File: src/rtl/tap_controller.sv
`timescale 1ns/1ps
// -----------------------------------------------------------------------------
// tap_controller
//
// IEEE 1149.1 TAP state machine. Follows tms on posedge tck through the
// 16-state TAP sequence. It generates the capture/shift/update controls, the
// gated clockDR/clockIR strobes for the data and instruction registers, and
// the IR/DR path select and TDO enable for the output mux.
//
// Ports
//   tck        in   TAP clock (posedge and negedge flops, single domain)
//   reset      in   synchronous active-high reset, forces Test-Logic-Reset
//   tms        in   test mode select, sampled on posedge tck
//   state      out  [3:0] current TAP state (registered, fixed encoding)
//   tlr        out  high in Test-Logic-Reset
//   captureDR  out  high in Capture-DR
//   shiftDR    out  high in Shift-DR
//   captureIR  out  high in Capture-IR
//   shiftIR    out  high in Shift-IR
//   updateDR   out  negedge-registered, one tck period from negedge in Update-DR
//   updateIR   out  negedge-registered, one tck period from negedge in Update-IR
//   clockDR    out  tck gated to Capture-DR / Shift-DR
//   clockIR    out  tck gated to Capture-IR / Shift-IR
//   select     out  1 = IR path to TDO (Select-IR-Scan .. Update-IR), 0 = DR path
//   tdo_en     out  negedge-registered, high while in Shift-DR / Shift-IR
// -----------------------------------------------------------------------------
module tap_controller (
    input  logic       tck,
    input  logic       reset,
    input  logic       tms,
    output logic [3:0] state,
    output logic       tlr,
    output logic       captureDR,
    output logic       shiftDR,
    output logic       captureIR,
    output logic       shiftIR,
    output logic       updateDR,
    output logic       updateIR,
    output logic       clockDR,
    output logic       clockIR,
    output logic       select,
    output logic       tdo_en
);

    // The encoding is part of the interface: downstream logic and debuggers
    // read these codes directly from the state port.
    typedef enum logic [3:0] {
        TLR      = 4'hF,
        RTI      = 4'hC,
        SEL_DR   = 4'h7,
        CAP_DR   = 4'h6,
        SH_DR    = 4'h2,
        EX1_DR   = 4'h1,
        PAUSE_DR = 4'h3,
        EX2_DR   = 4'h0,
        UPD_DR   = 4'h5,
        SEL_IR   = 4'h4,
        CAP_IR   = 4'hE,
        SH_IR    = 4'hA,
        EX1_IR   = 4'h9,
        PAUSE_IR = 4'hB,
        EX2_IR   = 4'h8,
        UPD_IR   = 4'hD
    } tap_state_t;

    tap_state_t cur;
    logic       en_dr;
    logic       en_ir;

    // NOTE: state registers use non-blocking assignments so that every flop
    // samples the pre-edge value of its inputs, independent of block order.
    always_ff @(posedge tck) begin
        if (reset) begin
            cur <= TLR;
        end else begin
            unique case (cur)
                TLR:      cur <= tms ? TLR      : RTI;
                RTI:      cur <= tms ? SEL_DR   : RTI;
                SEL_DR:   cur <= tms ? SEL_IR   : CAP_DR;
                CAP_DR:   cur <= tms ? EX1_DR   : SH_DR;
                SH_DR:    cur <= tms ? EX1_DR   : SH_DR;
                EX1_DR:   cur <= tms ? UPD_DR   : PAUSE_DR;
                PAUSE_DR: cur <= tms ? EX2_DR   : PAUSE_DR;
                EX2_DR:   cur <= tms ? UPD_DR   : SH_DR;
                UPD_DR:   cur <= tms ? SEL_DR   : RTI;
                SEL_IR:   cur <= tms ? TLR      : CAP_IR;
                CAP_IR:   cur <= tms ? EX1_IR   : SH_IR;
                SH_IR:    cur <= tms ? EX1_IR   : SH_IR;
                EX1_IR:   cur <= tms ? UPD_IR   : PAUSE_IR;
                PAUSE_IR: cur <= tms ? EX2_IR   : PAUSE_IR;
                EX2_IR:   cur <= tms ? UPD_IR   : SH_IR;
                UPD_IR:   cur <= tms ? SEL_DR   : RTI;
            endcase
        end
    end

    // Level controls are plain decodes of the registered state.
    assign state     = cur;
    assign tlr       = (cur == TLR);
    assign captureDR = (cur == CAP_DR);
    assign shiftDR   = (cur == SH_DR);
    assign captureIR = (cur == CAP_IR);
    assign shiftIR   = (cur == SH_IR);
    assign select    = cur inside {SEL_IR, CAP_IR, SH_IR, EX1_IR,
                                   PAUSE_IR, EX2_IR, UPD_IR};

    // NOTE: the clock enables change only on negedge, while tck is low, so
    // the AND gates below never clip or glitch a high phase of tck. The
    // posedge of a gated clock therefore coincides with the tck posedge that
    // leaves the enabling state.
    always_ff @(negedge tck) begin
        if (reset) begin
            en_dr    <= 1'b0;
            en_ir    <= 1'b0;
            updateDR <= 1'b0;
            updateIR <= 1'b0;
            tdo_en   <= 1'b0;
        end else begin
            en_dr    <= (cur == CAP_DR) || (cur == SH_DR);
            en_ir    <= (cur == CAP_IR) || (cur == SH_IR);
            updateDR <= (cur == UPD_DR);
            updateIR <= (cur == UPD_IR);
            tdo_en   <= (cur == SH_DR) || (cur == SH_IR);
        end
    end

    assign clockDR = tck & en_dr;
    assign clockIR = tck & en_ir;

endmodule

File: config.mk
export PLATFORM = sky130hd
export DESIGN_NAME = tap_controller
export DESIGN_NICKNAME = d
export VERILOG_FILES = /design/src/rtl/tap_controller.sv
export SDC_FILE = /design/constraint.sdc
export NUM_CORES = 1
export LEC_CHECK = 0
export BUFFER_PORTS_ARGS = -buffer_cell sky130_fd_sc_hd__buf_4
export CELL_PAD_IN_SITES_DETAIL_PLACEMENT = 1
export CELL_PAD_IN_SITES_GLOBAL_PLACEMENT = 2
export CORE_ASPECT_RATIO = 0.8
export CORE_MARGIN = 2
export CORE_UTILIZATION = 24
export CTS_BUF_LIST = sky130_fd_sc_hd__clkbuf_4 sky130_fd_sc_hd__clkbuf_8 sky130_fd_sc_hd__clkbuf_16
export DETAILED_ROUTE_END_ITERATION = 7
export PLACE_DENSITY = 0.75
export SLEW_MARGIN = 20
export SYNTH_ARGS = -nofsm -noshare
export SYNTH_HDL_FRONTEND = slang
export SYNTH_SLANG_ARGS = --single-unit
File: constraint.sdc
create_clock -name tck -period 1.4 [get_ports tck]
set_input_delay 0.14 -clock tck [delete_from_list [all_inputs] [get_ports tck]]
set_output_delay 0.14 -clock tck [all_outputs]
set_load 0.03 [all_outputs]
### Word level (Yosys, flattened, before mapping)

Index checks and enable logic that the tools add are counted.

| word-level totals | value |
|---|---|
| logic and storage cells | 44 |
| bits of input ports | 3 |
| flip-flop bits (word level) | 9 |

| cells by class | value |
|---|---|
| muxes and demuxes | 13 |
| equality and inequality tests | 15 |
| reductions and logical operators | 8 |
| bitwise operators | 2 |

Operators with widths:

| operator | count |
|---|---|
| case mux 4 bit (12 select lines) | 1 |
| == test 4 bit (second input constant) | 8 |
| == test 4 x 3 -> 1 bit (second input constant) | 4 |
| 2-to-1 mux 2 bit | 6 |
| 2-to-1 mux 3 bit | 4 |
| == test 4 x 2 -> 1 bit (second input constant) | 2 |
| nonzero test 7 bit | 1 |
| == test 4 x 1 -> 1 bit (second input constant) | 1 |
| zero test 4 bit | 1 |
| 2-to-1 mux 4 bit | 1 |
| OR reduction 2 bit | 2 |
| logical OR 1 bit | 3 |
| OR reduction 3 bit | 1 |
| bitwise AND 1 bit | 2 |
| 2-to-1 mux 1 bit | 1 |

### Depth between registers and ports, before layout

| logic depth | value |
|---|---|
| depth after elaboration | 3 |
| gate-level depth with buffers | 4 |
| depth with buffers taken out | 3 |

==> flow_metrics.env <==
export IMPL_final_net_count=94
export IMPL_ant_nets=0
export IMPL_p_sw_mw=0.427
export IMPL_drv_cap=0
export IMPL_violations="negative setup slack"
export IMPL_num_fill_cells=188
export IMPL_worstMarginPinSlew_ns=0.184
export IMPL_fin_area_sq_um=946
export IMPL_worstSetupEndpointType="output pin"
export IMPL_cts_tree="yes"
export IMPL_ys_async_sr_fraction_pct=0
export IMPL_synth_area_per_cell_sq_um=8.71
export IMPL_layout_drive_gt1_share_pct=72.5
export IMPL_arrival_ns=1.70
export IMPL_p_seq_share_pct=25.9
export IMPL_num_vias=519
export IMPL_path_max_fanout=1
export IMPL_min_path_type="input pin to register"
export IMPL_power_share_combinational_pct=34.2
export IMPL_synth_fp_nets=54
export IMPL_synth_top_flop_cell="dfxtp_1"
export IMPL_path_clk_slew_ns=0.06
export IMPL_grt_pass1_wl_mm=2.48
export IMPL_slowest_stage="dfxtp_2"
export IMPL_coreArea_sq_um=1680
export IMPL_critPathLaunchType="register"
export IMPL_irDropWorstVdd_v=0.000762
export IMPL_syn_inst=51
export IMPL_fp_dieW_microns=52.1
export IMPL_finalSetupViolCount=17
export IMPL_pwr_share_clk_pct=39.9
export IMPL_timing_slew_headroom_pct=87.7
export IMPL_ys_types=25
export IMPL_status="finished with violations"
export IMPL_wire_per_inst_microns=13.7
export IMPL_area_growth_pct=113
export IMPL_p_leak_nw=0.449
export IMPL_io_pins=18
export IMPL_grt_pass1_vias=591
export IMPL_ys_ff_latch=9
export IMPL_die_h_microns=42.5
export IMPL_antenna_found_initial=0
export IMPL_worst_hold_slack_ns=0.0311
export IMPL_switching_share_pct=35.7
export IMPL_layout_setup_ws_ns=-0.444
export IMPL_crit_required_ns=1.26
export IMPL_rsz0062_at_grt="yes"
export IMPL_row_count=13
export IMPL_grt_use_total_pct=16.5
export IMPL_drt_pass1_iter_count=2
export IMPL_n_antenna_cell=0
export IMPL_cp_cell_sequence="and2_4 > buf_6"
export IMPL_hold_violations=0
export IMPL_gr_total_overflow=0
export IMPL_setup_worst_path_class="register to output pin"
export IMPL_dieArea_sq_um=2210
export IMPL_synth_edf_count=0
export IMPL_detail_route_vias_per_cell=4.59
export IMPL_maxSlewViolCount=0
export IMPL_grt_max_degree=11
export IMPL_finalWeightedCongestion=0.685
export IMPL_clk_latency_ns=0.44
export IMPL_cpPeakStageDelay_ns=0.31
export IMPL_drt_iter0_drc=5
export IMPL_dp_slack_ns=-0.0426
export IMPL_hpwl_microns=934
export IMPL_initial_core_util_pct=26.5
export IMPL_power_density_nw_per_um2=1260
export IMPL_internal_power_mw=0.770
export IMPL_wl_mm=1.55
export IMPL_drc=0
export IMPL_yosysWarnings=0
export IMPL_io_buffers=17
export IMPL_netlist_area_sq_um=444
export IMPL_dpl_cell_area_sq_um=651
export IMPL_fin_skew_ns=0.0729
export IMPL_seq_area_frac_synth_pct=40.6
-- kinds of logic (layout without fill, tap and decap cells) --
group	after synthesis	after routing	synth area share, %
AOI/OAI and AO/OA	6	6	8.73
buffers and inverters	6	46	8.17
DFF	9	9	40.6
muxes	2	2	4.51
and+or+nand+nor	28	28	38.0
-- synth_stat cells, types with 2 or more instances --
cell | n | share of area (%)
a21oi_1 | 2 | 2.3
and2_1 | 2 | 2.8
buf_2 | 2 | 2.3
dfxtp_1 | 9 | 41
mux2i_1 | 2 | 4.5
nand2_1 | 5 | 4.2
nand2b_1 | 2 | 2.8
nor2_1 | 4 | 3.4
nor2b_1 | 2 | 2.8
nor3_1 | 2 | 2.3
nor3b_1 | 3 | 5.1
nor4b_1 | 3 | 5.9
-- critical path: cells and delay by family (launching register included) --
family	cells	cell delay, ns
simple gates	1	0.13
flops	1	0.31
buf+inv	1	0.13
-- what timing repair did --
| action | CTS | global route |
|---|---|---|
| setup endpoints to repair | 13 | 19 |
| hold endpoints to repair | 0 | 0 |
| setup buffers | 5 | 4 |
| hold buffers | 0 | 0 |
| pin swaps | 9 | 2 |
| resized for setup | 32 | 10 |
-- flip-flops by register name, summed over array words and instances (netlist names) --
name and count:
en_ir 1, updateIR 1, updateDR 1, state 4, en_dr 1, tdo_en 1
-- through the flow --
| step | util [%] | power, mW | std cells | TNS, ns |
|---|---|---|---|---|
| global placement | 38.8 | 0.640 | 92 | -0.0580 |
| CTS | 52.5 | 1.18 | 110 | -2.91 |
| global route | 56.5 | 1.28 | 113 | -3.69 |
| detailed placement | 38.8 | 0.647 | 92 | -0.104 |
| finish | 56.5 | 1.20 | 113 | -2.93 |
| floorplan | - | 0.547 | 51 | -0.758 |
-- area by class of cell --
class / instances / area, sq um / share of cell area (%)
clock buffer: 10 / 82.6 / 8.73
clock inverter: 6 / 22.5 / 2.38
tap: 22 / 27.5 / 2.91
sequential: 9 / 200 / 21.2
timing repair buffer: 30 / 289 / 30.6
multi-input combinational: 36 / 324 / 34.3
-- worst paths after layout --
path | from | to | slack (ns) | cells after the start
max | en_dr | clockDR | -0.44 | 2
min | tms | state[0] | 0.03 | 2
max reg2reg | state[0] | updateIR | -0.11 | 3
min reg2reg | state[1] | state[2] | 0.64 | 2
-- power groups by stage --
stage               Clock (mW)  Sequential, mW  Combinational (mW)
finish                   0.477           0.310               0.409
global route             0.526           0.312               0.438
CTS                      0.501           0.306               0.372
detailed placement      0.0453           0.306               0.295
global placement        0.0453           0.304               0.291
floorplan               0.0399           0.331               0.175
-- layer usage --
metal  track usage (%)  wire (microns)  up-vias
met1              17.3             714      251
li1                  -               -      256
met5                 0               0        -
met4              14.7              15        0
met3              8.57              44        2
met2              23.5             771       10
-- cells in the final DEF (no fill, tap or decap), drive strengths merged --
master / instances
or3b: 1
a21boi: 1
nor2: 4
nor2b: 2
nor3b: 3
inv: 6
o21ai: 1
a211o: 1
buf: 32
nor3: 2
dfxtp: 9
nand2b: 2
and4bb: 1
nor4: 1
nor4b: 3
a21oi: 2
nand3: 1
a21o: 1
or2: 1
mux2i: 2
clkbuf: 8
nand2: 5
and2: 2
Note: power is estimated with default switching activity, not from simulation.
